File: src/rtl/stream_demux2.sv
// Two-way stream demultiplexer.
// Each branch buffers up to two words in its own small FIFO.
module stream_demux2_fifo #(
  parameter int width = 8
) (
  input  logic             clk,
  input  logic             reset,
  input  logic             push,
  input  logic [width-1:0] d,
  input  logic             ready,
  output logic [width-1:0] y,
  output logic             valid,
  output logic [7:0]       cnt,
  output logic [1:0]       occ
);

  logic [width-1:0] head;
  logic [width-1:0] tail;
  logic [1:0]       occ_q;
  logic             pop;

  assign valid = (occ_q != 2'd0);
  assign pop   = valid && ready;
  assign y     = valid ? head : '0;
  assign occ   = occ_q;

  // Occupancy, storage and delivered-word counter.
  // Push with pop only happens at occupancy 1: the new word replaces the head.
  always_ff @(posedge clk) begin
    if (reset) begin
      occ_q <= 2'd0;
      head  <= '0;
      tail  <= '0;
      cnt   <= 8'd0;
    end else begin
      case ({push, pop})
        2'b10: begin
          if (occ_q == 2'd0) head <= d;
          else               tail <= d;
          occ_q <= occ_q + 2'd1;
        end
        2'b01: begin
          head  <= tail;
          occ_q <= occ_q - 2'd1;
        end
        2'b11: head <= d;
        default: ;
      endcase
      if (pop) cnt <= cnt + 8'd1;
    end
  end

endmodule

module stream_demux2 #(
  parameter int width = 8
) (
  input  logic             clk,
  input  logic             reset,
  input  logic [width-1:0] d,
  input  logic             s,
  input  logic             in_valid,
  output logic             in_ready,
  output logic [width-1:0] y0,
  output logic [width-1:0] y1,
  output logic             y0_valid,
  output logic             y1_valid,
  input  logic             y0_ready,
  input  logic             y1_ready,
  output logic [7:0]       cnt0,
  output logic [7:0]       cnt1
);

  logic [1:0] occ0;
  logic [1:0] occ1;
  logic       push0;
  logic       push1;

  // Selected branch must have a free slot; no pop-through when full.
  always_comb begin
    in_ready = s ? (occ1 != 2'd2) : (occ0 != 2'd2);
  end

  assign push0 = in_valid && in_ready && !s;
  assign push1 = in_valid && in_ready && s;

  stream_demux2_fifo #(.width(width)) u_b0 (
    .clk   (clk),
    .reset (reset),
    .push  (push0),
    .d     (d),
    .ready (y0_ready),
    .y     (y0),
    .valid (y0_valid),
    .cnt   (cnt0),
    .occ   (occ0)
  );

  stream_demux2_fifo #(.width(width)) u_b1 (
    .clk   (clk),
    .reset (reset),
    .push  (push1),
    .d     (d),
    .ready (y1_ready),
    .y     (y1),
    .valid (y1_valid),
    .cnt   (cnt1),
    .occ   (occ1)
  );

endmodule
File: config.mk
export PLATFORM = sky130hd
export DESIGN_NAME = stream_demux2
export DESIGN_NICKNAME = d
export VERILOG_FILES = /design/src/rtl/stream_demux2.sv
export SDC_FILE = /design/constraint.sdc
export NUM_CORES = 1
export LEC_CHECK = 0
export BUFFER_PORTS_ARGS = -buffer_cell sky130_fd_sc_hd__clkbuf_2
export CORE_ASPECT_RATIO = 1.2
export CORE_MARGIN = 4
export CORE_UTILIZATION = 59
export DETAILED_ROUTE_END_ITERATION = 8
export GPL_ROUTABILITY_DRIVEN = 0
export PLACE_DENSITY = 0.84
export SETUP_SLACK_MARGIN = 0.02
export SYNTH_ARGS = -nofsm -noshare
export SYNTH_HDL_FRONTEND = slang
export SYNTH_HIERARCHICAL = 1
export SYNTH_SLANG_ARGS = --single-unit
export TNS_END_PERCENT = 5
File: constraint.sdc
create_clock -name clk -period 5.9 [get_ports clk]
set_input_delay 1.18 -clock clk [delete_from_list [all_inputs] [get_ports clk]]
set_output_delay 1.18 -clock clk [all_outputs]
set_load 0.02 [all_outputs]
# Word-level counts from Yosys, hierarchy flattened
# Index checks and enable logic that the tools add are counted.
# totals
register_bits	52
in_bits	14
out_inout_bits	35
word_cells	53
# op_classes
addsub	6
n_eq_ne	10
n_mux	9
n_bitwise	2
reduce_logical	18
# op_table
cell	n
one-hot mux 8 bit (3 select lines)	2
2-to-1 mux 8 bit	4
adder 8 x 1 -> 8 bit, second input constant	2
== test 2 bit, second input constant	4
one-hot mux 2 bit (2 select lines)	2
AND reduction 2 bit	4
nonzero test 2 bit	4
nonzero test 3 bit	2
logical AND 1 bit	5
adder 2 x 1 -> 2 bit, second input constant	2
== test 2 x 1 -> 1 bit, second input constant	2
logical NOT 2 bit	2
!= test 2 x 1 -> 1 bit, second input constant	2
!= test 2 bit, second input constant	2
subtractor 2 x 1 -> 2 bit, second input constant	2
inverter 1 bit	2
logical NOT 1 bit	1
2-to-1 mux 1 bit	1

# Longest topological paths before layout
# depth
word_depth	7
mapped_depth	10
depth_no_buf	7

# Modules after synthesis
# Netlist, hierarchy kept.
# modules_own_cells
mod	instances	cells_per_inst	area_each_um2	seq_area_each_um2
stream_demux2_fifo	2	138	1276.2	520.5
stream_demux2	1	7	45.0	0.0

# Least setup slack after synthesis
# Ideal clock, no wire load.
# synth_timing
path_kind	input to output
startpoint	input port s
endpoint	output port in_ready
arrival_time_ns	1.588
required_time_ns	4.720
slack_ns	3.132
path_stages	2
path_buffers	0
cell_sequence	nor3b_1 -> a31oi_1
# synth_via
elab_chain_len	1
# synth_lines
element	line	source
from (decl)	61	input logic s,
2-to-1 mux 1 bit	81	in_ready = s ? (occ1 != 2'd2) : (occ0 != 2'd2);
to (decl)	63	output logic in_ready,
# No other way between the ends.

# Worst setup path after layout
# layout_timing
startpoint	input port y0_ready
endpoint	register u_b0.occ_q[1], in the netlist u_b0/occ[1]
# layout_via
elab_chain_len	3
word_cells_on_any_way	5
cone_classes	eq/ne: 2; mux: 1; reduce/logical: 2
# layout_lines
element	line	source
from (decl)	68	input logic y0_ready,
logical AND 1 bit (*)	23	assign pop = valid && ready;
== test 2 x 1 -> 1 bit or == test 2 bit (tied branches)	36	case ({push, pop})
one-hot mux 2 bit (2 select lines) or nonzero test 2 bit (tied branches)	--	
to (signal assigned)	40	occ_q <= occ_q + 2'd1;
to (signal assigned)	44	occ_q <= occ_q - 2'd1;
to (decl)	19	logic [1:0] occ_q;
# Mark *: on every way between the ends. The rest lies on a longest branch, timed or not.
# A chain may end at the register's enable or synchronous reset.

==> flow_summary_export.csv <==
group,metric,value,unit
die,die_x,68.6,um
route,drtIter0Drc,90,
die,ios,49,
sta,fmax,337,MHz
sta,hold_viol_final,0,
synthesis,synth.cell_area,2600,um^2
setup_path,end_kind,"flop",
finish,fillCellCount,364,
sta,final-max-slew-violation-count,0,
sta,rsz0062_at_grt,"no",
clock_tree,clk_latency,0.30,ns
sta,setup_violations,0,
place,hpwl,3540,um
clock_tree,cts_max_level,2,
synthesis,synth-seq-cells,52,
sta,relSlewSlack,31.7,%
setup_path,cp_slowest_stage_delay,0.72,ns
clock_tree,path_clk_slew,0.09,ns
clock_tree,clockBufferDepth,2,
route,postRouteAntennaNets,0,
route,drt-pass1-iter-count,4,
finish,fin_util,68.0,%
clock_tree,cts-hold-fix-buffers,0,
pwr,power_density,384,nW/um^2
sta,period_needed,2.97,ns
global_route,antenna_found_initial,0,
setup_path,worstPathRequired,6.12,ns
global_route,grt_pass1_wl,8580,um
sta,timing.final.crit_share,50.3,%
clock_tree,cts-resized-gates,0,
finish,nNetsFinal,340,
setup_path,r2r_setup_slack,3.24,ns
sta,worst_hold_slack,0.493,ns
setup_path,cp-start-kind,"input pin",
route,routedWlPerCell,13.3,um
route,drc,0,
pwr,p_leak,1.22,nW
synthesis,synth_top_cell_by_area,"dfxtp_1",
global_route,grt_max_degree,53,
worst_hold_path,hold_class,"reg2reg",
die,dieArea,5530,um^2
global_route,overflow,0,
run,maxCapViolations,0,
clock_tree,cts_tree,"yes",
setup_path,arrival,3.19,ns
place,port_buffers,48,
sta,skew,0.00313,ns
finish,stdcell_count,377,
clock_tree,root_buffer,"clkbuf_8",
global_route,grt.total_usage,20.0,%
clock_tree,post_cts_buffers,0,
synthesis,ys_seq_area_share,40.1,%
synthesis,avgSynthCellArea,9.18,um^2
finish,syn2layout_area_growth,11.6,%
route,vias,2076,
finish,drive_gt1_share,24.6,%
setup_path,crit_end,"u_b0/occ[1]$_SDFFE_PP0P_",
die,rows,26,
place,dp_cells,369,
setup_path,crit_chain,"clkbuf_2 -> o21ai_0 -> buf_4 -> inv_1 -> ha_1 -> xnor2_1 -> or3_1 -> a21oi_1",
synthesis,netlist_instances,283,
die,die_h,80.7,um
setup_path,rr_endpoint,"u_b0/occ[1]$_SDFFE_PP0P_",
run_status,status,"completed",
sta,worstMarginPinSlew,1.02,ns
setup_path,worstSetupPathType,"in2reg",
route,viasPerCell,5.51,
finish,antenna_cells,0,
clock_tree,numCtsBuffers,5,
setup_path,crit_path_top_delay_cell,"ha_1",
die,core_area,4260,um^2
pwr,peakVddDrop,302,uV
synthesis,syn_nets,303,
clock_tree,cts_sinks,52,
setup_path,critPathMaxFanout,17,
synthesis,yosys-top-cells-area,"dfxtp_1, a221oi_2, nor2b_1",
synthesis,yosys_warnings,6,
synthesis,synth_top_area_share,40.1,%
setup_path,reg2reg_depth,7,
finish,layout_commonest_cell,"dfxtp_1",
route,drt_wl_total,5010,um
sta,fin_setup_tns,0,ns
setup_path,crit_start,"y0_ready",
setup_path,rr_startpoint,"u_b0/occ[0]$_SDFFE_PP0P_",
finish,layout_common_cells,"dfxtp_1, clkbuf_2, nor2b_1, nor3_1, nor2_1",
die,initial_core_util,61.0,%
synthesis,synthDistinctLibCells,29,
global_route,grt_pass1_vias,1947,
==> state kept, by name, summed over array words and instances (netlist names) <==
signal,flops
u_b0/cnt,8
u_b0/head,8
u_b0/tail,8
u_b1/cnt,8
u_b1/head,8
u_b1/tail,8
u_b0/occ,2
u_b1/occ,2
==> area by class of cell <==
| cell class | instances | area [um^2] | area share [%] |
|---|---|---|---|
| Multi-Input combinational cell | 200 | 1400 | 48.2 |
| Clock buffer | 6 | 82.6 | 2.85 |
| Clock inverter | 2 | 10.0 | 0.345 |
| Inverter | 11 | 41.3 | 1.42 |
| Timing Repair Buffer | 50 | 255 | 8.81 |
| Sequential cell | 52 | 1040 | 35.9 |
| Tap cell | 56 | 70.1 | 2.42 |
==> worst min-delay path by stage <==
| stage | end | cells after the start | startpoint |
|---|---|---|---|
| floorplan | u_b0/tail[0]$_SDFFE_PP0P_ | 2 | u_b0/tail[0]$_SDFFE_PP0P_ |
| global placement | u_b0/cnt[7]$_SDFFE_PP0P_ | 2 | u_b0/cnt[7]$_SDFFE_PP0P_ |
| detailed placement | u_b1/cnt[7]$_SDFFE_PP0P_ | 2 | u_b1/cnt[7]$_SDFFE_PP0P_ |
| CTS | u_b1/cnt[7]$_SDFFE_PP0P_ | 2 | u_b1/cnt[7]$_SDFFE_PP0P_ |
| global route | u_b0/cnt[7]$_SDFFE_PP0P_ | 2 | u_b0/cnt[7]$_SDFFE_PP0P_ |
| finish | u_b1/cnt[7]$_SDFFE_PP0P_ | 2 | u_b1/cnt[7]$_SDFFE_PP0P_ |
==> kinds of logic after synthesis <==
| family | Yosys count | synth area share [%] |
|---|---|---|
| XOR/XNOR | 8 | 2.70 |
| AO/OA/AOI/OAI | 52 | 17.2 |
| multiplexers | 16 | 6.17 |
| buffers and inverters | 31 | 6.12 |
| AND/OR/NAND/NOR | 118 | 24.9 |
| flip-flops | 52 | 40.1 |
| adder cells (fa/ha/maj) | 6 | 2.89 |
==> synth_stat cells <==
master / count
nor2_1: 24
nand2_1: 7
o21ai_2: 2
o21ai_0: 12
nor3_1: 32
nor3b_2: 3
buf_6: 4
or4_1: 2
a31oi_1: 1
ha_1: 6
a221oi_2: 16
nor3b_1: 1
dfxtp_1: 52
buf_2: 8
nor2b_1: 33
nand4_1: 2
o2111ai_1: 2
or3_1: 10
xnor2_1: 6
or3b_1: 2
clkbuf_2: 2
o211ai_1: 2
clkbuf_1: 6
nand3_1: 2
o31ai_1: 2
xor2_1: 2
mux2i_1: 16
a21oi_1: 15
inv_1: 11
==> report_power, final <==
| part | switching [mW] | internal [mW] | leakage (nW) |
|---|---|---|---|
| registers | 0.0648 | 0.423 | 0.423 |
| logic | 0.245 | 0.172 | 0.746 |
| clock network | 0.114 | 0.0938 | 0.0510 |
==> worst max-delay path: cells and delay by family <==
family | cells | cell delay (ns)
AND/OR/NAND/NOR | 1 | 0.34
AO/OA/AOI/OAI | 2 | 0.22
buffers and inverters | 3 | 0.57
adder cells (fa/ha/maj) | 1 | 0.72
XOR/XNOR | 1 | 0.16
==> per-layer routing <==
metal,global-route usage [%],part of all wire [%],vias up
li1,-,-,1072
met1,24.3,47,958
met2,34.6,48,44
met3,4.62,4.7,2
met4,4.97,0.54,0
met5,0,0,-
==> through the flow <==
| stage | setup WS [ns] | power (mW) | cell area (um^2) |
|---|---|---|---|
| floorplan | 3.13 | 0.836 | 2600 |
| global placement | 2.73 | 0.901 | 2810 |
| detailed placement | 2.66 | 0.912 | 2810 |
| CTS | 2.97 | 1.12 | 2900 |
| global route | 2.77 | 1.19 | 2900 |
| finish | 2.93 | 1.11 | 2900 |
(Power assumes the default switching activity.)
